File: src/rtl/simmem_resp_delay.sv
// simmem_resp_delay: per-ID programmable response delay buffer, in-order within an ID, out-of-order across IDs
// ports: clk_i/rst_i clock and async reset; cfg_* delay table write; in_* accepted beats (valid/ready);
//        out_* released beats (valid/ready); occupancy_o count of unreleased beats
module simmem_resp_delay #(
  parameter int DataWidth  = 64,
  parameter int IdWidth    = 4,
  parameter int Depth      = 16,
  parameter int DelayWidth = 8
) (
  input  logic                       clk_i,
  input  logic                       rst_i,
  input  logic                       cfg_we_i,
  input  logic [IdWidth-1:0]         cfg_id_i,
  input  logic [DelayWidth-1:0]      cfg_delay_i,
  input  logic                       in_valid_i,
  output logic                       in_ready_o,
  input  logic [IdWidth-1:0]         in_id_i,
  input  logic [DataWidth-1:0]       in_data_i,
  output logic                       out_valid_o,
  input  logic                       out_ready_i,
  output logic [IdWidth-1:0]         out_id_o,
  output logic [DataWidth-1:0]       out_data_o,
  output logic [$clog2(Depth):0]     occupancy_o
);
  localparam int PW = $clog2(Depth) + 1;
  localparam int IW = PW - 1;
  localparam int NI = 2 ** IdWidth;
  logic [PW-1:0]         head_q, head_d, tail_q, tail_d, occ_q, occ_d;
  logic [Depth-1:0]      vld_q;
  logic [IdWidth-1:0]    id_q   [Depth];
  logic [DataWidth-1:0]  data_q [Depth];
  logic [DelayWidth-1:0] cnt_q  [Depth];
  logic [DelayWidth-1:0] tbl_q  [NI];
  logic                  lock_q, lock_d;
  logic [IW-1:0]         lock_idx_q, sel_idx, pres_idx, idx;
  logic [NI-1:0]         seen;
  logic                  found, full, empty, acc, rel;
  // walk from head; an ID seen on an older valid slot blocks all younger slots of that ID
  always_comb begin
    found = 1'b0;
    sel_idx = '0;
    seen = '0;
    idx = '0;
    for (int k = 0; k < Depth; k++) begin
      idx = head_q[IW-1:0] + IW'(k);
      if (vld_q[idx]) begin
        if (!found && cnt_q[idx] == '0 && !seen[id_q[idx]]) begin
          found = 1'b1;
          sel_idx = idx;
        end
        seen[id_q[idx]] = 1'b1;
      end
    end
  end
  assign empty       = head_q == tail_q;
  assign full        = (head_q[PW-1] != tail_q[PW-1]) && (head_q[IW-1:0] == tail_q[IW-1:0]);
  assign in_ready_o  = !full;
  assign pres_idx    = lock_q ? lock_idx_q : sel_idx;
  assign out_valid_o = lock_q || found;
  assign out_id_o    = out_valid_o ? id_q[pres_idx] : '0;
  assign out_data_o  = out_valid_o ? data_q[pres_idx] : '0;
  assign occupancy_o = occ_q;
  assign acc         = in_valid_i && !full;
  assign rel         = out_valid_o && out_ready_i;
  always_comb begin
    tail_d = acc ? tail_q + PW'(1) : tail_q;
    head_d = (!empty && !vld_q[head_q[IW-1:0]]) ? head_q + PW'(1) : head_q;
    occ_d  = occ_q + PW'(acc) - PW'(rel);
    lock_d = out_valid_o && !out_ready_i;
  end
  always_ff @(posedge clk_i or posedge rst_i) begin
    if (rst_i) begin
      head_q     <= '0;
      tail_q     <= '0;
      occ_q      <= '0;
      vld_q      <= '0;
      lock_q     <= 1'b0;
      lock_idx_q <= '0;
      for (int i = 0; i < Depth; i++) begin
        id_q[i]   <= '0;
        data_q[i] <= '0;
        cnt_q[i]  <= '0;
      end
      for (int i = 0; i < NI; i++) tbl_q[i] <= '0;
    end else begin
      head_q     <= head_d;
      tail_q     <= tail_d;
      occ_q      <= occ_d;
      lock_q     <= lock_d;
      lock_idx_q <= pres_idx;
      if (cfg_we_i) tbl_q[cfg_id_i] <= cfg_delay_i;
      for (int i = 0; i < Depth; i++) begin
        if (acc && tail_q[IW-1:0] == IW'(i)) begin
          vld_q[i]  <= 1'b1;
          id_q[i]   <= in_id_i;
          data_q[i] <= in_data_i;
          cnt_q[i]  <= tbl_q[in_id_i];
        end else begin
          if (rel && pres_idx == IW'(i)) vld_q[i] <= 1'b0;
          if (vld_q[i] && cnt_q[i] != '0) cnt_q[i] <= cnt_q[i] - DelayWidth'(1);
        end
      end
    end
  end
endmodule

File: config.mk
export PLATFORM = sky130hd
export DESIGN_NAME = simmem_resp_delay
export DESIGN_NICKNAME = d
export VERILOG_FILES = /design/src/rtl/simmem_resp_delay.sv
export SDC_FILE = /design/constraint.sdc
export NUM_CORES = 2
export LEC_CHECK = 0
export BUFFER_PORTS_ARGS = -buffer_cell sky130_fd_sc_hd__buf_2
export CAP_MARGIN = 20
export CORE_AREA = 5 5 398 400
export CTS_CLUSTER_DIAMETER = 100
export DETAILED_ROUTE_END_ITERATION = 6
export DIE_AREA = 0 0 403 405
export GPL_TIMING_DRIVEN = 0
export PLACE_DENSITY = 0.76
export RECOVER_POWER = 50
export SLEW_MARGIN = 20
export SYNTH_ARGS = -nofsm -noshare
export SYNTH_HDL_FRONTEND = slang
export SYNTH_SLANG_ARGS = --single-unit
File: constraint.sdc
create_clock -name clk_i -period 77.1 [get_ports clk_i]
set_input_delay 7.71 -clock clk_i [delete_from_list [all_inputs] [get_ports clk_i]]
set_output_delay 7.71 -clock clk_i [all_outputs]
set_load 0.005 [all_outputs]
## Word-level counts from Yosys, hierarchy flattened

Memory sizes are Yosys's and may differ from the RTL's.
Cells that the tools add are included.

- Register bits after elaboration: 1,380
- Bits in latches: 0
- RAM bits: 0
- ROM bits: 16
- Input bits: 85
- Output and inout port bits: 75
- Word-level logic and storage cells: 803
- Memories kept: 1

- Add/subtract/negate cells: 35
- Multipliers: 0
- Div/mod/pow operators: 0
- Magnitude comparators: 67
- Eq/ne operators: 33
- Shift-type cells: 0
- Muxes and demuxes: 347
- Bitwise logic cells: 33
- Reductions and logical operators: 202

Memories:

| memory | depth | width | rd ports | clocked after memory_dff | wr ports | RTL line | source |
|---|---|---|---|---|---|---|---|
| (no name shown) | 16 | 1 | 1 | 0 | 0 | 47 | `if (!found && cnt_q[idx] == '0 && !seen[id_q[idx]]) begin` |

Operators by type and width:

| kind | count |
|---|---|
| binary-select mux 8 bit (select 4 bit) | 17 |
| 2-to-1 mux 8 bit | 67 |
| binary-select mux 4 bit (select 4 bit) | 17 |
| 2-to-1 mux 4 bit | 68 |
| binary-select mux 64 bit (select 4 bit) | 1 |
| 2-to-1 mux 16 bit | 15 |
| OR 16 bit | 14 |
| 2-to-1 mux 64 bit | 3 |
| less-than comparator 4 x 5 -> 1 bit (second input constant) | 32 |
| bitwise mux 128 bit | 1 |
| logical NOT 8 bit | 16 |
| nonzero test 8 bit | 16 |
| subtractor 8 x 1 -> 8 bit (second input constant) | 16 |
| binary-select mux 1 bit (select 4 bit) | 31 |
| 2-to-1 mux 1 bit | 111 |
| logical AND 1 bit | 100 |
| >= comparator 5 bit (second input constant) | 19 |
| NOT 4 -> 5 bit | 19 |
| == test 4 bit (second input constant) | 16 |
| nonzero test 2 bit | 32 |
| demux 1 bit (select 4 bit) | 15 |
| >= comparator 4 x 1 -> 1 bit (second input constant) | 15 |
| logical NOT 1 bit | 35 |
| adder 4 bit (second input constant) | 8 |
| 16 further kinds | 33 |

## Depth between registers and ports, before layout

- Depth in word-level cells: 91
- Gate-level depth with buffers: 36
- Gate-level depth less buffers: 24

## Least setup slack after synthesis

No wires, ideal clock.

- Kind: register to output
- Start: register head_q[1]
- End: output out_data_o[47]
- Arrival time: 7.581 ns
- Required time: 69.390 ns
- Slack: 61.809 ns
- Stages on the path, launching flop included: 28
- Buffers on the path: 8
- Cell sequence: dfrtp_1 -> buf_1 -> clkbuf_1 -> inv_2 -> ha_1 -> buf_2 -> buf_4 -> mux4_2 -> mux4_2 -> nand3_1 -> buf_2 -> o221ai_1 -> or3b_1 -> and3_1 -> or4_1 -> a211oi_2 -> a21boi_1 -> o211ai_1 -> a32oi_1 -> o2111a_1 -> buf_2 -> a21oi_4 -> buf_2 -> buf_2 -> mux2_2 -> o22ai_1 -> a21oi_1 -> a22o_1

- Longest elaborated chain between the ends: 91
- Elaborated cells on any way between the ends: 444
- Classes of those cells: add/sub: 15; order compare: 30; mux: 273; bitwise: 31; reduce/logical: 94; memory: 1

Ends and longest elaborated chain:

| element | RTL line | source |
|---|---|---|
| start: declaration | 28 | `logic [PW-1:0] head_q, head_d, tail_q, tail_d, occ_q, occ_d;` |
| start signal: assignment | 73 | `head_q <= '0;` |
| start signal: assignment | 86 | `head_q <= head_d;` |
| branches (longest 90 deep; another with less-than comparator 4 x 5 -> 1 bit) | n/a |  |
| 2-to-1 mux 64 bit (*) | 61 | `assign out_data_o = out_valid_o ? data_q[pres_idx] : '0;` |
| end: declaration | 22 | `output logic [DataWidth-1:0] out_data_o,` |

Every way passes the cells marked *. The select of a mux whose other input is x is not followed.

==> impl_results.md <==
* Initial Util at 54.3%
* Initial antenna violation count at 45
* DRC at 13
* Syn nets at 7873
* CTS sink count at 1380
* PostCTS Resize Cnt at 0
* Vias at 76200
* Post-CTS Setup Bufs at 0
* Number of routed nets with antenna violations at 0
* Crit path capture type: async pin
* Avg Synthesized Cell Area at 10.9 um^2
* CORE AREA at 155000 um^2
* First-pass DRT Iterations at 7
* CTS HTree Levels at 4
* Vias in the first global route at 74700
* Fraction of layout cells with a size suffix above 1 at 26.2%
* Count of final setup violators at 0
* Failing checks: design-rule violations, max-capacitance violations, max-slew violations
* Crit start category: input pin
* Post-Synthesis Cells at 7738
* Worst-Skew Late Latency at 0.83 ns
* Clock Path Buffers at 3
* Synth top area share at 41.1%
* Largest net degree at the start of global routing at 112
* Yosys warns at 0
* CP arrival at 23.25 ns
* CTS tree: yes
* Crit Path Class: in2async
* GP Congestion at 1.05
* Global Route Usage Sum at 40.8%
* Final slew viol count at 1171
* Crit path top cell by count: clkbuf_1
* Die width at 403 um
* RSZ-0062 raised after global routing: no
* Die footprint at 163000 um^2
* CP required at 76.74 ns
* WL final at 344 mm
* Most used DFF post-synth: dfrtp_1
* WL/cell at 33.5 um
* Iter 0 DRT Violations at 10800
* Largest area contributor in the netlist: dfrtp_1
* Post-synth top cells: dfrtp_1 (1380), mux2_2 (1357), clkbuf_1 (518), nand2_1 (462), a21oi_1 (408)
* Hold_buf cts at 0
* Root Buffer: clkbuf_16
* Max Fanout on Critical Path at 102
* Slowest stage delay, CP at 3.89 ns
* Count leader, synth: dfrtp_1
* Avg Vias per Cell at 7.42
* Buf+Inv Stages, Crit Path at 6
* Tcrit/Tclk final at 30.6%
* Global-route wire length before repair at 495 mm
* CP max-delay cell: clkbuf_1
* Max Cap Viol at 18
* Worst-margin pin slew at 5.68 ns
* Die Height at 405 um
* Area growth syn-to-layout at 10.4%
* Worst hold-check path type: reg2reg
* Clock transition at path regs at 0.06 ns
* Number of flops mapped to enable cells by yosys at 0
* Grt ovf at 0
* Synth top area cells: dfrtp_1 (41%), mux2_2 (18%), mux4_2 (5.2%)
* Worst-path cell chain: buf_2 -> clkinvlp_2 -> clkbuf_1 -> clkbuf_1 -> clkbuf_1 -> clkbuf_1
* CTS Buf Count at 145
* Share of synthesized registers carrying an async set or reset at 100%
* Setup TNS at 0 ns
* Top cell family by delay on the critical path: buffers and inverters
* Final hold vios at 0
* Cell area after synthesis at 84100 um^2
* Peak Freq at 42.4 MHz
* Yosys cell types at 105
* I/O pin cnt at 160
* Relative slew margins at -279%
* Synthesis-stage register bit count at 1380
* Hpwl dp at 249 mm
* Final critical delay including setup and external delays at 23.61 ns
* Setup Skew at 0.0401 ns
* Fin nets at 8197
* # rows at 145
* Proportion of synthesized chip area in sequential cells at 41.1%
* I/O Buffers at 154
* Outcome: finished with violations
[layer usage]
metal | wire (um) | track usage [%] | share of wire (%) | up-vias
li1 | - | - | - | 30600
met2 | 147000 | 60.6 | 43 | 6164
met4 | 35600 | 33.8 | 10 | 18
met3 | 44900 | 14.7 | 13 | 1957
met1 | 116000 | 47.2 | 34 | 37500
met5 | 198 | 0.297 | 0.058 | -
[cells by family (layout without fill, tap and decap cells)]
group / after synthesis / after routing / share of synthesized area (%)
flip-flops: 1380 / 1380 / 41.1
other: 0 / 35 / 0
buffers and inverters: 798 / 1232 / 3.84
multiplexers: 1835 / 1835 / 26.8
adder cells (fa/ha/maj): 50 / 50 / 0.753
XOR/XNOR: 145 / 145 / 1.53
AO/OA/AOI/OAI: 1792 / 1792 / 15.8
AND/OR/NAND/NOR: 1738 / 1738 / 10.2
[flip-flops by register name, indices dropped and copies added (netlist names)]
name and flops:
id_q 64, lock_idx_q 4, cnt_q 128, data_q 1024
tbl_q 128, occupancy_o 5, tail_q 5, head_q 5
lock_q 1, vld_q 16
[worst paths after layout]
kind,start,end,slack [ns],cells past startpoint
worst max-delay path,rst_i,data_q[152],53.49,6
worst min-delay path,head_q[4],head_q[4],0.49,1
worst max register to register,head_q[0],vld_q[5],63.99,30
worst min register to register,head_q[4],head_q[4],0.49,1
max in group clk_i,head_q[0],out_data_o[61],54.38,31
min in group asynchronous,rst_i,occupancy_o[2],6.82,2
[area by class of cell]
cell class                 instances  area [um^2]
antenna                           35         87.6
clock inverter                    50          733
buffer                           684         2800
sequential                      1380        34500
multi-input combinational       5560        46500
clock buffer                     207         4230
inverter                         114          429
fill                           12700        62100
timing repair buffer             177          961
tap                             2058         2570
[layout by cell type (no fill, tap or decap), types with 56 or more instances in the layout]
cell type / count
nor2_1: 406
a21oi_1: 407
clkbuf_1: 555
nor3_1: 172
buf_2: 247
mux2_2: 1354
a211oi_1: 120
mux4_2: 196
inv_1: 108
a221o_1: 56
and2_1: 56
nor4_1: 67
a22o_1: 112
o21ai_0: 142
nand2_1: 462
dfrtp_1: 1380
a2111oi_0: 152
clkbuf_16: 148
mux2i_1: 270
xnor2_1: 96
a221oi_1: 302
and3_1: 127
nand3_1: 159
o22ai_1: 71
[stage by stage]
| stage | cells | area, um^2 | hold slack (ns) | util (%) | setup WS, ns |
|---|---|---|---|---|---|
| after floorplan | 7738 | 84100 | 0.465 | - | 30.48 |
| after CTS | 10200 | 93000 | 0.496 | 60.0 | 56.00 |
| final | 10300 | 92800 | 0.491 | 59.9 | 53.49 |
| after global placement | 9950 | 87500 | 0.479 | 56.4 | 16.93 |
| after global routing | 10200 | 92800 | 0.509 | 59.9 | 50.72 |
| after detailed placement | 9971 | 88000 | 0.484 | 56.8 | 56.84 |
Power is not shown: default switching activity piles up to over one toggle a cycle in this logic, so the estimate is an artifact.
